`config.mk`:
```
export PLATFORM = sky130hd
export DESIGN_NAME = fp_mul_pipe
export DESIGN_NICKNAME = d
export VERILOG_FILES = /design/src/rtl/fp_mul_pkg.sv /design/src/rtl/fp_round_norm.sv /design/src/rtl/fp_mul_pipe.sv
export SDC_FILE = /design/constraint.sdc
export NUM_CORES = 1
export LEC_CHECK = 0
export CAP_MARGIN = 20
export CORE_ASPECT_RATIO = 0.6
export CORE_MARGIN = 2
export CORE_UTILIZATION = 50
export CTS_BUF_LIST = sky130_fd_sc_hd__clkbuf_4
export DETAILED_ROUTE_END_ITERATION = 10
export DONT_BUFFER_PORTS = 1
export HOLD_SLACK_MARGIN = 0.08
export PLACE_DENSITY = 0.76
export SLEW_MARGIN = 20
export SYNTH_ARGS = -nofsm -noshare
export SYNTH_HDL_FRONTEND = slang
export SYNTH_HIERARCHICAL = 1
export SYNTH_SLANG_ARGS = --single-unit
```
`constraint.sdc`:
```
create_clock -name clk -period 7.8 [get_ports clk]
set_clock_uncertainty 0.1 [all_clocks]
set_input_delay 0.78 -clock clk [delete_from_list [all_inputs] [get_ports clk]]
set_output_delay 0.78 -clock clk [all_outputs]
set_load 0.05 [all_outputs]
```
`src/rtl/fp_mul_pkg.sv`:
```
// Shared types and helpers for the pipelined floating-point multiplier.
package fp_mul_pkg;

  typedef enum logic [1:0] {ZERO, NORM, INF, NAN} fp_cls_e;

  function automatic int bias_of(int exp_w);
    return (1 << (exp_w - 1)) - 1;
  endfunction

  function automatic int word_w(int exp_w, int man_w);
    return 1 + exp_w + man_w;
  endfunction

  function automatic int prod_w(int man_w);
    return 2 * man_w + 2;
  endfunction

  // Positive quiet NaN: exponent all ones, fraction MSB set.
  function automatic logic [63:0] qnan_bits(int exp_w, int man_w);
    return (((64'd1 << exp_w) - 64'd1) << man_w) | (64'd1 << (man_w - 1));
  endfunction

  // Subnormal encodings land in ZERO: inputs are flushed.
  function automatic fp_cls_e classify(logic exp_zero, logic exp_ones, logic frac_zero);
    if (exp_zero) return ZERO;
    if (!exp_ones) return NORM;
    return frac_zero ? INF : NAN;
  endfunction

endpackage

```
`src/rtl/fp_round_norm.sv`:
```
// Final-stage combinational logic: normalise, round-to-nearest-even, special/range resolve, pack.
// Flag outputs exist only when FP_MUL_FLAGS_EN is defined.
module fp_round_norm
  import fp_mul_pkg::*;
#(
  parameter int EXP_W = 5,
  parameter int MAN_W = 10
) (
  input  logic                     sign,
  input  logic signed [EXP_W+1:0]  es,
  input  logic [2*MAN_W+1:0]       prod,
  input  fp_cls_e                  cls_a,
  input  fp_cls_e                  cls_b,
  output logic [EXP_W+MAN_W:0]     res
`ifdef FP_MUL_FLAGS_EN
  ,
  output logic [3:0]               flags
`endif
);
  localparam int E   = EXP_W;
  localparam int M   = MAN_W;
  localparam int ESW = EXP_W + 2;
  localparam int W   = word_w(EXP_W, MAN_W);
  localparam logic signed [E+1:0] EMAX = ESW'((1 << E) - 1);
  localparam logic [E+M:0]        QNAN = W'(qnan_bits(E, M));

  logic                msb, guard, sticky, rnd, carry;
  logic [M-1:0]        frac, frac_r;
  logic signed [E+1:0] es_n;
  logic                is_nan, is_inf, is_zero, ovf, unf;

  always_comb begin
    msb    = prod[2*M+1];
    frac   = msb ? prod[2*M:M+1] : prod[2*M-1:M];
    guard  = msb ? prod[M]       : prod[M-1];
    sticky = msb ? |prod[M-1:0]  : |prod[M-2:0];
    rnd    = guard & (sticky | frac[0]);
    {carry, frac_r} = {1'b0, frac} + (M+1)'(rnd);
    // A rounding carry leaves frac_r at zero, so only the exponent moves.
    es_n = es + $signed({{(E+1){1'b0}}, msb}) + $signed({{(E+1){1'b0}}, carry});
    ovf  = ~es_n[E+1] & (es_n >= EMAX);
    unf  = es_n[E+1] | (es_n == '0);

    is_nan  = (cls_a == NAN) | (cls_b == NAN) |
              ((cls_a == INF) & (cls_b == ZERO)) | ((cls_a == ZERO) & (cls_b == INF));
    is_inf  = (cls_a == INF) | (cls_b == INF);
    is_zero = (cls_a == ZERO) | (cls_b == ZERO);

    if (is_nan)       res = QNAN;
    else if (is_inf)  res = {sign, {E{1'b1}}, {M{1'b0}}};
    else if (is_zero) res = {sign, {(E+M){1'b0}}};
    else if (ovf)     res = {sign, {E{1'b1}}, {M{1'b0}}};
    else if (unf)     res = {sign, {(E+M){1'b0}}};
    else              res = {sign, es_n[E-1:0], frac_r};
  end

`ifdef FP_MUL_FLAGS_EN
  logic fin;
  always_comb begin
    fin   = ~is_nan & ~is_inf & ~is_zero;
    flags = {is_nan, fin & ovf, fin & unf, fin & (guard | sticky | ovf | unf)};
  end
`endif

endmodule

```
`src/rtl/fp_mul_pipe.sv`:
```
// 3-stage valid/ready floating-point multiplier (unpack, multiply, round/pack).
// Define FP_MUL_FLAGS_EN to add the {invalid, overflow, underflow, inexact} flags port.
module fp_mul_pipe
  import fp_mul_pkg::*;
#(
  parameter int EXP_W = 5,
  parameter int MAN_W = 10
) (
  input  logic                 clk,
  input  logic                 rst,
  input  logic                 in_valid,
  output logic                 in_ready,
  input  logic [EXP_W+MAN_W:0] a,
  input  logic [EXP_W+MAN_W:0] b,
  output logic                 out_valid,
  input  logic                 out_ready,
  output logic [EXP_W+MAN_W:0] x
`ifdef FP_MUL_FLAGS_EN
  ,
  output logic [3:0]           flags
`endif
);
  localparam int STAGES = 3;
  localparam int W      = word_w(EXP_W, MAN_W);
  localparam int PW     = prod_w(MAN_W);
  localparam int ESW    = EXP_W + 2;
  localparam logic signed [EXP_W+1:0] BIAS_S = ESW'(bias_of(EXP_W));

  logic [STAGES:1] vld_pipe;
  logic            adv;

  assign out_valid = vld_pipe[STAGES];
  assign adv       = ~out_valid | out_ready;
  assign in_ready  = adv;

  logic [EXP_W-1:0] ea, eb;
  logic [MAN_W-1:0] fa, fb;
  fp_cls_e          cls_a_c, cls_b_c;

  assign {ea, fa} = a[W-2:0];
  assign {eb, fb} = b[W-2:0];
  assign cls_a_c  = classify(ea == '0, &ea, fa == '0);
  assign cls_b_c  = classify(eb == '0, &eb, fb == '0);

  logic                   s1_sign, s2_sign;
  fp_cls_e                s1_cls_a, s1_cls_b, s2_cls_a, s2_cls_b;
  logic signed [ESW-1:0]  s1_es, s2_es;
  logic [MAN_W:0]         s1_ma, s1_mb;
  logic [PW-1:0]          s2_prod;

  always_ff @(posedge clk) begin
    if (rst) vld_pipe <= '0;
    else if (adv) vld_pipe <= {vld_pipe[STAGES-1:1], in_valid};
  end

  // Datapath registers need no reset; results are gated by the valid pipe.
  always_ff @(posedge clk) begin
    if (adv) begin
      s1_sign  <= a[W-1] ^ b[W-1];
      s1_cls_a <= cls_a_c;
      s1_cls_b <= cls_b_c;
      s1_es    <= $signed({2'b00, ea}) + $signed({2'b00, eb}) - BIAS_S;
      s1_ma    <= {1'b1, fa};
      s1_mb    <= {1'b1, fb};
      s2_sign  <= s1_sign;
      s2_cls_a <= s1_cls_a;
      s2_cls_b <= s1_cls_b;
      s2_es    <= s1_es;
      s2_prod  <= PW'(s1_ma) * PW'(s1_mb);
    end
  end

  logic [W-1:0] res;
`ifdef FP_MUL_FLAGS_EN
  logic [3:0]   flg;
`endif

  fp_round_norm #(.EXP_W(EXP_W), .MAN_W(MAN_W)) u_round_norm (
    .sign  (s2_sign),
    .es    (s2_es),
    .prod  (s2_prod),
    .cls_a (s2_cls_a),
    .cls_b (s2_cls_b),
    .res   (res)
`ifdef FP_MUL_FLAGS_EN
    ,
    .flags (flg)
`endif
  );

  always_ff @(posedge clk) begin
    if (rst) begin
      x <= '0;
`ifdef FP_MUL_FLAGS_EN
      flags <= '0;
`endif
    end else if (adv) begin
      x <= vld_pipe[STAGES-1] ? res : '0;
`ifdef FP_MUL_FLAGS_EN
      flags <= vld_pipe[STAGES-1] ? flg : '0;
`endif
    end
  end

endmodule

```
Yosys cells after proc, flatten, opt, wreduce, memory -nomap -nowiden

Index checks and enable logic that the tools add are counted.

Output and inout bits: 18
Word-level logic and storage cells: 75
RAM bits: 0
Register bits after elaboration: 85
Memories kept: 0
Latch bits: 0
Memory bits (read-only): 0
Input bits: 36

Divide/modulo/power cells: 0
Bitwise logic cells: 15
Order comparisons: 1
Multiply operators: 1
Shifts and indexed selects: 0
Eq/ne operators: 4
Mux-type cells: 25
$add $sub $neg: 5
Reductions and logical operators: 11

Operators by type and width:

| cell                                                               | count |
|---|---|
| 2-to-1 mux 15 bit                                                  | 4 |
| 2-to-1 mux 16 bit                                                  | 2 |
| multiplier 11 x 11 -> 22 bit                                       | 1 |
| logical NOT 10 bit                                                 | 2 |
| 2-to-1 mux 2 bit                                                   | 8 |
| adder 7 x 2 -> 7 bit                                               | 2 |
| adder 10 x 1 -> 11 bit                                             | 1 |
| logical NOT 5 bit                                                  | 2 |
| 2-to-1 mux 1 bit                                                   | 10 |
| 2-to-1 mux 10 bit                                                  | 1 |
| AND reduction 5 bit                                                | 2 |
| OR reduction 10 bit                                                | 1 |
| OR reduction 9 bit                                                 | 1 |
| equality test 2 bit (second input constant)                        | 4 |
| bitwise OR 1 bit                                                   | 8 |
| greater-or-equal comparator 7 x 6 -> 1 bit (second input constant) | 1 |
| logical NOT 7 bit                                                  | 1 |
| subtractor 6 x 4 -> 7 bit (second input constant)                  | 1 |
| adder 5 x 5 -> 6 bit                                               | 1 |
| AND 1 bit                                                          | 4 |
| logical NOT 2 bit                                                  | 2 |
| NOT 1 bit                                                          | 2 |
| bitwise XOR 1 bit                                                  | 1 |

Logic depth before layout (Yosys ltp)

Gate-level depths: netlist of the first run.

Depth after elaboration: 14
Gate-level depth with buffers: 20
Depth with buffers taken out: 18

Modules after synthesis

Netlist of the first run, hierarchy kept.

By module, submodules not included:

| module        | seq. area each (um^2) | cells an instance | times used | area an instance (um^2) |
|---|---|---|---|---|
| fp_mul_pipe   | 2,362.3               | 661               | 1          | 6,896.6 |
| fp_round_norm | 0.0                   | 126               | 1          | 887.1 |

Worst setup path after synthesis of the first run

Ideal clock, no wire load.

Path kind: reg2reg
Start point: register s1_mb[8]
End point: register s2_prod[18], data pin
Slack: 2.463 ns
Arrival: 4.972 ns
Required time: 7.435 ns
Cell stages (with the launch flop): 19
Period minus slack after synthesis: 5.337 ns
Path buffers: 1
Setup time: 0.265 ns
Cells stage by stage: edfxtp_1 clkbuf_1 and2_1 fa_1 inv_1 fa_1 inv_1 fa_1 fa_1 inv_1 fa_1 inv_1 ha_1 nand3_1 nand3_1 a21o_1 a221o_1 a2111oi_2 nor3_1

Longest elaborated chain between the ends: 1

RTL lines:

| element                      | RTL line          | RTL |
|---|---|---|
| from (decl)                  | fp_mul_pipe.sv:48 | `logic [MAN_W:0] s1_ma, s1_mb;` |
| from (signal assigned)       | fp_mul_pipe.sv:64 | `s1_mb <= {1'b1, fb};` |
| multiplier 11 x 11 -> 22 bit | fp_mul_pipe.sv:69 | `s2_prod <= PW'(s1_ma) * PW'(s1_mb);` |
| to (signal assigned)         | fp_mul_pipe.sv:69 |  |
| to (decl)                    | fp_mul_pipe.sv:49 | `logic [PW-1:0] s2_prod;` |

No other way between the ends.
A chain may end at the register's enable or synchronous reset.

Worst setup path in the final report of the first run

Start point: register s1_ma[5]
End point: register s2_prod[18], data pin

Longest elaborated chain between the ends: 1

RTL lines:

| element                      | RTL line          | RTL |
|---|---|---|
| from (decl)                  | fp_mul_pipe.sv:48 |  |
| from (signal assigned)       | fp_mul_pipe.sv:63 | `s1_ma <= {1'b1, fa};` |
| multiplier 11 x 11 -> 22 bit | fp_mul_pipe.sv:69 |  |

No other way between the ends.

==> metrics.cfg, run 1 <==
[sta]
setup_viol=0
hold_slack_ps=282
rsz0062_at_grt=no
period_share=0.718
max_clock_freq_mhz=179
final.setup.tns_ps=0
layout_min_cycle_time_ps=5600
final-max-slew-violation-count=0
setup_ws_ps=2200
hold_violations=0
slew_headroom=0.563
worstMarginPinSlew_ps=654

[global_route]
grt_max_degree=44
grt_pass1_wl_um=26600
grt_antenna_before_repair=0
grt_pass1_vias=5183
overflow=0
grt.total_usage=0.208

[cts]
hold_buffers=0
clk_path_buf_depth=2
cts_tree=built
post_cts_resize_count=0
path_clk_slew_ps=150
cts_root_buf=clkbuf_4
h-tree-depth=3
insertion_delay_ps=440
cts_sinks=85
cts_setup_buffers=0
cts_made_buffers=9

[routing]
first_iter_violations=374
vias_per_cell=5.38
wl_per_cell_um=16.2
routed_wl_um=15900
drtPass1Iterations=5
postRouteAntennaNets=0
vias=5282
drc_errors=0

[floorplan]
die_area_um2=16600
coreArea_um2=15300
rows=35
start_util=0.509
dieWidth_um=165
num_io_pins=54
die_h_um=101

[final_layout]
num-fill-cells=1349
multi_input_area_um2=4810
n_antenna_cell=0
syn_to_final_growth_pct=4.00
post-route-util=0.530
regArea_um2=2360
drive_above_1_share=0.0424
fin_nets=961
final_design_area_no_fill_um2=8100

[setup_path]
worstPathCellList=nand2_1, fa_1, inv_1, fa_1, inv_1, fa_1, inv_1, fa_1, inv_1, fa_1, inv_1, ha_1, nand3_1, nand3_1, a21o_1, a221o_1, a2111oi_2, nor3_1
path_max_fanout=10
cpLargestDelayFamily=adder cells
max_stage_delay_ps=630
critPathLaunchType=flop
worstSetupEndpointType=flop
cp.arrival_ps=5690
crit_type=reg2reg
path_buf_inv=5
crit_required_ps=7890
cpMaxStageDelayCell=edfxtp_1

[synth]
synthTopCellsByCount=inv_1 (132), nand2_1 (94), fa_1 (82)
syn_nets=975
ys_ff_latch=85
synth_top_area_cell=edfxtp_1
netlist_area_um2=7780
synthArstFlopShare=0
ys.flop_type=edfxtp_1
synth.top_cell.area_share=0.255
ys_types=57
ys_warn_count=6
synth_area_per_cell_um2=9.89
postSynthCellCount=787
synth-seq-area-share=0.303
ys_top_cells_by_area=edfxtp_1 (25%), fa_1 (21%), ha_1 (11%)
yosysMostFrequentCell=inv_1
synth_edf_count=66

[pwr]
p_per_area_nw_per_um2=377
p_leak_nw=3.67
vdd_drop_max_v=0.000347

[placed_design]
pre_cts_slack_ps=2210
placed_cell_area_um2=7950
hpwl_um=12900
io_buffer_count=0
gp_congestion=0.893

[outcome]
status=finished, final reports clean

[hold_path]
min-delay-path-class=in2reg

[run]
maxCapViolations=0

[power by group]
group / switching (mW) / internal [mW] / leakage, nW
clock network: 0.167 / 0.103 / 0.0751
registers: 0.106 / 0.671 / 0.850
logic: 1.16 / 0.848 / 2.75
[final timing paths]
| check | start | endpoint | slack, ps | cells past startpoint |
|---|---|---|---|---|
| max | s1_ma[5] | s2_prod[18] | 2200 | 18 |
| min | rst | x[2] | 280 | 1 |
| max reg2reg | s1_ma[5] | s2_prod[18] | 2200 | 18 |
| min reg2reg | s1_es[5] | s2_es[5] | 340 | 0 |
[metrics by stage]
| step | total power, mW | cells |
|---|---|---|
| final | 3.06 | 981 |
| after detailed placement | 2.77 | 965 |
| after floorplan | 2.34 | 787 |
| after global routing | 3.38 | 981 |
| after global placement | 2.72 | 965 |
| after CTS | 3.05 | 981 |
[flip-flops by register name, summed over array words and instances, names as in the netlist]
name,flops
s2_sign,1
s1_mb,10
vld_pipe,3
s2_cls_b,2
s1_sign,1
s1_ma,10
s2_es,7
x,16
s1_es,7
s1_cls_b,2
s1_cls_a,2
s2_cls_a,2
s2_prod,22
[worst reg2reg max path, cell delays in order, from the launching register on]
cell and delay (ps):
edfxtp_1 630, nand2_1 140, fa_1 590, inv_1 70
fa_1 500, inv_1 50, fa_1 470, inv_1 50
fa_1 530, inv_1 50, fa_1 530, inv_1 40
ha_1 360, nand3_1 110, nand3_1 80, a21o_1 190
a221o_1 400, a2111oi_2 380, nor3_1 80
[kinds of logic (layout without fill, tap and decap cells)]
family,after synthesis,after routing,share of synthesized area
xor gates and xnor gates,39,39,0.0439
and+or+nand+nor,248,248,0.155
DFF,85,85,0.303
AOI/OAI and AO/OA,92,92,0.0818
adders and majority gates,152,152,0.323
muxes,10,10,0.0132
buffers and inverters,161,152,0.0791
[per-layer routing]
metal / global-route usage / vias to the layer above / part of all wire / wire length [um]
met3: 0.0502 / 12 / 0.076 / 1210
met4: 0.0348 / 0 / 0.0086 / 136
met2: 0.282 / 192 / 0.39 / 6240
met1: 0.337 / 2530 / 0.52 / 8310
li1: - / 2548 / - / -
met5: 0 / - / 0 / 0
[cell type report]
cell class	count	share of cell area
clock buffer	9	0.00835
clock inverter	7	0.0102
inverter	133	0.0618
multi-input combinational	541	0.594
sequential	85	0.292
tap	203	0.0314
timing repair buffer	3	0.00278
[cells in the final DEF (no fill, tap or decap), types with 3 or more instances in the layout]
cell type	synthesis	layout
or4_1	4	4
a211oi_1	3	3
o22ai_1	3	3
a21o_1	11	11
a31oi_1	4	4
ha_1	70	70
nor4_1	4	4
nor3b_1	4	4
nand3_1	33	33
dfxtp_1	19	19
a21oi_1	34	34
nor3_1	9	9
nand4_1	5	5
mux2i_1	8	8
o21ai_1	3	3
nand2_1	94	94
edfxtp_1	66	66
nand2b_1	3	3
a211oi_2	4	4
fa_1	82	82
inv_1	132	132
nor2_1	37	37
xnor2_1	22	22
o21ai_0	7	7
clkbuf_4	0	9
buf_4	2	3
nor2b_1	5	5
and2_1	42	42
o21bai_1	5	5
xor2_1	17	17
(Power assumes the default switching activity.)
==> run 2, diff against run 1 <==
==> constraint.sdc (replaced) <==
create_clock -name clk -period 5.6 [get_ports clk]
set_clock_uncertainty 0.1 [all_clocks]
set_input_delay 0.56 -clock clk [delete_from_list [all_inputs] [get_ports clk]]
set_output_delay 0.56 -clock clk [all_outputs]
set_load 0.05 [all_outputs]
==> run 2 against run 1 <==
Against the previous run:
- sequential share of layout area decreased by 1.4 points
- critical path depth decreased by 2
- sequential power increased by 39%
- clock power increased by 38%
- via count increased by 4.3%
- total power increased by 41%
- register-to-register slack got worse by 2000 ps
- worst hold slack got worse by 160 ps
- global-route usage increased by 0.90 points
- final area increased by 5.0%
- wire length increased by 6.3%
- critical endpoint unchanged
- clock-buffer cell count increased by 2
==> metrics.cfg, run 2 (synthesis results as in run 1) <==
[global_route]
grt_pass1_wl_um=27600
overflow=0
grt_pass1_vias=5427
grt.total_usage=0.217
grt_max_degree=56
grt_antenna_before_repair=0

[floorplan]
start_util=0.509
num_io_pins=54
die_h_um=101
dieWidth_um=165
coreArea_um2=15300
rows=35
die_area_um2=16600

[pwr]
p_seq_frac=0.250
p_leak_nw=3.88
power.total_mw=4.31
comb_power_share=0.664
vdd_drop_max_v=0.000523
p_per_area_nw_per_um2=508
clock_power_share=0.086
p_switching_mw=2.02
p_int_mw=2.29
sw_frac_of_total=0.468

[routing]
drc_errors=0
vias_per_cell=5.37
wl_per_cell_um=16.5
postRouteAntennaNets=0
drtPass1Iterations=5
vias=5511
first_iter_violations=463
routed_wl_um=16900

[setup_path]
path_max_fanout=8
reg2reg_slack_ps=220
cpMaxStageDelayCell=edfxtp_1
path_buf_inv=3
cpLargestDelayFamily=adder cells
worstPathCellList=nand2_1, fa_1, inv_1, fa_1, fa_1, fa_1, inv_1, fa_1, inv_1, ha_2, nand2_1, nand3_1, a21o_1, a221o_1, a2111oi_2, nor3_1
max_stage_delay_ps=640
worstReg2RegStart=s1_ma[8]
r2r_end=s2_prod[18]
crit_type=reg2reg
critPathLaunchType=flop
cp.arrival_ps=5480
crit_required_ps=5690
crit_top_cell=fa_1
path_depth=16
worstSetupEndpointType=flop
rr_worst_depth=16

[final_layout]
reg_top3=s2_prod x22, x x16
drive_above_1_share=0.0753
layout_commonest_cell=inv_1
syn_to_final_growth_pct=9.18
regArea_um2=2360
instances_no_fill=1026
largest_reg_flops=22
multi_input_area_um2=4830
num-fill-cells=1303
fin_nets=1006
final_cell_mix=inv_1 (132), nand2_1 (94), fa_1 (82)
largest_register=s2_prod
n_antenna_cell=0

[hold_path]
whs_endpoint=vld_pipe[1]
min-delay-path-class=in2reg
hp-start=in_valid
hold_depth=2

[sta]
hold_slack_ps=121
layout_min_cycle_time_ps=5380
worstMarginPinSlew_ps=784
setup_viol=0
final-max-slew-violation-count=0
final.setup.tns_ps=0
hold_violations=0
max_clock_freq_mhz=186
period_share=0.961
slew_headroom=0.477

[placed_design]
placedCellCount=980
io_buffer_count=0
hpwl_um=13400
gp_congestion=0.980

[cts]
cts_tree=built
cts_root_buf=clkbuf_4
cts_sinks=85
cts_made_buffers=9
insertion_delay_ps=460
clk_path_buf_depth=2
h-tree-depth=3
path_clk_slew_ps=150

[outcome]
status=finished, final reports clean

[run]
maxCapViolations=0

[run 2: cell types whose count changed in the layout (fill, tap and decap cells not counted), moves of 2 or more]
cell           before  now
ha_1               70   68
ha_2                0    2
dlygate4sd3_1       0   21
buf_4               3   27
clkbuf_4            9   11
[run 2: through the flow]
stage	setup WS [ps]	util	area, um^2
5_1_grt	-42.0	0.556	8500
4_1_cts	167	0.550	8410
3_3_place_gp	292	0.527	8060
3_5_place_dp	195	0.527	8060
2_1_floorplan	263	-	7780
6_report	219	0.556	8500
[run 2: repair_timing]
item	in CTS	in global routing
buffers inserted	0	9
gates resized for setup	0	5
hold buffers	21	0
endpoints found under the setup margin	0	4
hold endpoints to repair	39	0
[run 2: cell type report]
class	instances	area share
Clock buffer	11	0.00972
Clock inverter	5	0.00692
Inverter	133	0.0589
Multi-Input combinational cell	541	0.568
Sequential cell	85	0.278
Tap cell	203	0.0299
Timing Repair Buffer	48	0.0486
[run 2: worst max path at each step]
| stage | startpoint | to | slack, ps |
|---|---|---|---|
| 5_1_grt | s1_mb[9] | s2_prod[18] | -40 |
| 6_report | s1_ma[8] | s2_prod[18] | 220 |
| 3_3_place_gp | s1_mb[2] | s2_prod[21] | 290 |
| 3_5_place_dp | s1_ma[5] | s2_prod[18] | 190 |
| 2_1_floorplan | s1_mb[8] | s2_prod[18] | 260 |
| 4_1_cts | s1_ma[8] | s2_prod[18] | 170 |
[run 2: routing by layer]
| metal | wire [um] | part of all wire | vias up | GRT usage |
|---|---|---|---|---|
| met1 | 8260 | 0.49 | 2650 | 0.341 |
| met5 | 0 | 0 | - | 0 |
| li1 | - | - | 2635 | - |
| met4 | 123 | 0.0073 | 0 | 0.0355 |
| met3 | 1420 | 0.084 | 14 | 0.0547 |
| met2 | 7090 | 0.42 | 212 | 0.305 |
[run 2: power by group through the flow]
stage	logic [mW]	registers, mW	clock network (mW)
3_3_place_gp	2.67	1.09	0
4_1_cts	2.79	1.08	0.377
6_report	2.86	1.08	0.370
2_1_floorplan	2.24	1.03	0
3_5_place_dp	2.75	1.09	0
5_1_grt	3.23	1.10	0.402
==> run 3, diff against run 2 <==
--- a/config.mk
+++ b/config.mk
@@ -6,6 +6,8 @@
 export NUM_CORES = 1
 export LEC_CHECK = 0
 export CAP_MARGIN = 20
+export CELL_PAD_IN_SITES_DETAIL_PLACEMENT = 0
+export CELL_PAD_IN_SITES_GLOBAL_PLACEMENT = 1
 export CORE_ASPECT_RATIO = 0.6
 export CORE_MARGIN = 2
 export CORE_UTILIZATION = 50
@@ -13,7 +15,7 @@
 export DETAILED_ROUTE_END_ITERATION = 10
 export DONT_BUFFER_PORTS = 1
 export HOLD_SLACK_MARGIN = 0.08
-export PLACE_DENSITY = 0.76
+export PLACE_DENSITY = 0.9
 export SLEW_MARGIN = 20
 export SYNTH_ARGS = -nofsm -noshare
 export SYNTH_HDL_FRONTEND = slang
==> run 3 against run 2 <==
Against the previous run:
- worst hold slack improved by 11 ps
- die area stayed put
- sequential power barely moved
- core utilization is 0.32 points higher
- non-clock buffer count grew 2
- via count fell by 1.5%
- critical path depth rose by 2
- clock-buffer cell count is 1 lower
- largest cell class unchanged
- highest routed layer unchanged
==> metrics.cfg, run 3 (synthesis results as in run 1) <==
[pwr]
clock_power_share=0.092
sw_frac_of_total=0.460
p_int_mw=2.37
power.total_mw=4.39
p_per_area_nw_per_um2=513
p_seq_frac=0.246
p_switching_mw=2.02
comb_power_share=0.663
vdd_drop_max_v=0.000404
p_leak_nw=3.91

[routing]
wl_per_cell_um=16.2
routed_wl_um=16600
drc_errors=0
postRouteAntennaNets=0
first_iter_violations=421
drtPass1Iterations=5
vias=5431
vias_per_cell=5.28

[final_layout]
layout_commonest_cell=inv_1
fin_nets=1008
drive_above_1_share=0.0752
n_antenna_cell=0
largest_reg_flops=22
final_cell_mix=inv_1 (132), nand2_1 (94), fa_1 (82)
largest_register=s2_prod
post-route-util=0.559
syn_to_final_growth_pct=9.81
regArea_um2=2360
reg_top3=s2_prod x22, x x16
multi_input_area_um2=4830
num-fill-cells=1310

[sta]
hold_slack_ps=132
layout_min_cycle_time_ps=5430
setup_ws_ps=173
slew_headroom=0.530
worstMarginPinSlew_ps=703
hold_violations=0
final-max-slew-violation-count=0
final.setup.tns_ps=0
rsz0062_at_grt=no
period_share=0.969
setup_viol=0
max_clock_freq_mhz=184

[setup_path]
crit_type=reg2reg
path_max_fanout=7
worstSetupEndpointType=flop
critPathLaunchType=flop
worstPathCellList=nand2_1, fa_1, inv_1, fa_1, inv_1, fa_1, inv_1, fa_1, inv_1, fa_1, inv_1, ha_2, nand3_1, nand3_1, a21o_1, a221o_1, a2111oi_4, nor3_1
r2r_end=s2_prod[18]
worstReg2RegStart=s1_mb[4]
reg2reg_slack_ps=170
crit_required_ps=5690
cpMaxStageDelayCell=fa_1
cp.arrival_ps=5520
rr_worst_depth=18
max_stage_delay_ps=540

[hold_path]
hp-start=in_valid
whs_endpoint=vld_pipe[1]
min-delay-path-class=in2reg
hold_depth=2

[floorplan]
rows=35
num_io_pins=54
die_area_um2=16600
dieWidth_um=165
die_h_um=101
start_util=0.509
coreArea_um2=15300

[placed_design]
pre_cts_slack_ps=129
gp_congestion=0.925
hpwl_um=13200
io_buffer_count=0

[cts]
cts_tree=built
cts_sinks=85
path_clk_slew_ps=150
insertion_delay_ps=450
h-tree-depth=3
cts_made_buffers=9
cts_root_buf=clkbuf_4
clk_path_buf_depth=2

[global_route]
grt_antenna_before_repair=0
grt_pass1_wl_um=27200
overflow=0
grt.total_usage=0.212
grt_pass1_vias=5333
grt_max_degree=63

[outcome]
status=finished, final reports clean

[run]
maxCapViolations=0

-- run 3: critical path, delay by kind of cell, from the launching register on --
kind | cells | cell delay (ps)
fa+ha+maj | 6 | 2900
compound gates | 3 | 980
flops | 1 | 520
simple gates | 4 | 400
buf+inv | 5 | 250
-- run 3: repair_timing --
action / 4_1_cts / 5_1_grt
endpoints found under the setup margin: 0 / 3
endpoints found under the hold margin: 39 / 0
buffers inserted: 0 / 8
resized for setup: 0 / 4
hold buffers: 21 / 0
-- run 3: worst max-delay path by stage --
stage | start | end | slack, ps
2_1_floorplan | s1_mb[8] | s2_prod[18] | 260
3_3_place_gp | s1_mb[4] | s2_prod[18] | 270
3_5_place_dp | s1_mb[4] | s2_prod[18] | 130
4_1_cts | s1_mb[4] | s2_prod[18] | 80
5_1_grt | s1_mb[7] | s2_prod[18] | 10
6_report | s1_mb[4] | s2_prod[18] | 170
-- run 3: area by class of cell --
type	instances	share of cell area
clock buffers	10	0.00878
multi-input cells	541	0.565
flip-flops and latches	85	0.276
repair buffers	50	0.0515
inverters	133	0.0586
well taps	203	0.0297
clock inverters	6	0.0101
-- run 3: metal layers --
layer	global-route usage	vias up	wire length, um
met1	0.339	2571	8500
met5	0	-	0
met4	0.0301	0	212
li1	-	2635	-
met3	0.0617	21	1390
met2	0.288	204	6500
-- run 3: stage by stage --
stage	instances	cell area (um^2)
after floorplan	787	7780
after global placement	982	8070
after detailed placement	982	8070
after CTS	1019	8440
after global routing	1028	8550
final	1028	8550
-- run 3: power groups by stage --
stage | Clock (mW) | Sequential (mW) | Combinational (mW)
after floorplan | 0 | 1.03 | 2.24
after global placement | 0 | 1.09 | 2.73
after detailed placement | 0 | 1.09 | 2.77
after CTS | 0.413 | 1.08 | 2.82
after global routing | 0.437 | 1.10 | 3.28
final | 0.401 | 1.08 | 2.91
==> RTL edit (flow settings as in run 2) <==
`EXP_W` is set to 5 in 2 places; all go to 10.
--- a/src/rtl/fp_round_norm.sv
+++ b/src/rtl/fp_round_norm.sv
@@ -4,5 +4,5 @@
   import fp_mul_pkg::*;
 #(
-  parameter int EXP_W = 5,
+  parameter int EXP_W = 10,
   parameter int MAN_W = 10
 ) (
--- a/src/rtl/fp_mul_pipe.sv
+++ b/src/rtl/fp_mul_pipe.sv
@@ -4,5 +4,5 @@
   import fp_mul_pkg::*;
 #(
-  parameter int EXP_W = 5,
+  parameter int EXP_W = 10,
   parameter int MAN_W = 10
 ) (
Ports: changed (resized a, b and x); port bits go from 54 to 69. No check against the original RTL was run, so the function may have changed too.
==> RTL edit against run 2 <==
Worst hold slack better by 0.016 ns. Setup slack improved by 0.031 ns. Routed wire length is 22% higher. Utilization up 0.42 points. Total power grew 13%. Area after synthesis grew 15%. Sequential cell count grew 15. Design area is 14% higher. Highest routed layer unchanged.
==> RTL edit: results (changes against run 2) <==
status: "finished clean"
synth_compound_area_share_pct: 9.87  # +1.7 points
routabilityCongestion: 0.946  # -3.4%
first_global_vias: 6178  # +14%
clock_area_share_pct: 1.78  # +0.12 points
synthAdderAreaFrac_pct: 29.5  # -2.8 points
clkTransAtPathRegs_ns: 0.17  # +0.02 ns
p_sw_mw: 2.27  # +12%
vdd_drop_max_v: 0.000531  # +1.6%
drive_gt1_share_pct: 8.75  # +1.2 points
via_count: 6422  # +17%
power_frac_comb_pct: 64.9  # -1.5 points
yosysSeqAreaShare_pct: 30.9  # +0.53 points
postCtsHoldBufs: 22  # +4.8%
r2r-end: "s2_prod[19]"
worstRegToRegCells: 17  # +1
ys_seq_elements: 100  # +18%
bufAreaShareNonClock_pct: 4.44  # -0.42 points
synth_mux_area_share_pct: 1.06  # -0.26 points
multi_input_area_share_pct: 56.6  # -0.24 points
grt_max_degree: 53  # -5.4%
cpPeakStageDelay_ns: 0.55  # -0.09 ns
antenna_found_initial: 0  # unchanged
multi_input_comb_cells: 636  # +18%
grt_pass1_wl_mm: 32.8  # +19%
synth-edff-count: 76  # +15%
synth_top_cells_by_count: "147 x inv_1, 108 x nand2_1, 82 x fa_1, 80 x ha_1, 76 x edfxtp_1"
power.leakage_nw: 4.34  # +12%
clkbuf_count: 9  # -2
synth_nets: 1127  # +16%
grt_usage_pct: 22.6  # +0.88 points
avgRoutedWirePerCell_um: 17.4  # +5.9%
synth_xor_area_share_pct: 4.01  # -0.37 points
num-fill-cells: 1529  # +17%
top_regs: "s2_prod x22, x x21"
worstPathMaxFanout: 7  # -1
hp-start: "a[20]"
htreeDepth: 3  # unchanged
fin_hold_ws_ns: 0.137  # +0.0160 ns
slowest_stage: "fa_1"
hpwl_mm: 16.0  # +20%
hold_depth: 1  # -1
crit_arrival_ns: 5.51  # +0.03 ns
holdPathEnd: "s1_sign"
clkLatencyLatePin_ns: 0.50  # +0.04 ns
seq_share_pct: 28.5  # +0.69 points
n_all_buffers: 50  # +4.2%
period_needed_ns: 5.35  # -0.0309 ns
detail_route.iter0.violations: 541  # +17%
## RTL edit: cell types whose count changed after synthesis, moves of 5 or more
cell,run 2,this run
a21o_1,11,5
a21oi_1,34,44
dfxtp_1,19,24
edfxtp_1,66,76
ha_1,70,80
inv_1,132,147
nand2_1,94,108
nor2_1,37,47
nor4_1,4,9
o21ai_0,7,18
## RTL edit: per-stage QoR
step	cell area [um2]	power, mW	utilization [%]	instances
global route	9700	5.35	56.0	1183
floorplan	8950	3.77	-	919
detailed placement	9150	4.31	52.9	1128
CTS	9540	4.79	55.1	1166
global placement	9150	4.25	52.9	1128
finish	9700	4.88	56.0	1183
## RTL edit: per-layer routing
layer | global-route usage [%] | part of all wire, % | up-vias
li1 | - | - | 3101
met1 | 36.4 | 51 | 3021
met2 | 28.9 | 37 | 274
met3 | 7.66 | 10 | 26
met4 | 3.13 | 0.89 | 0
met5 | 0 | 0 | -
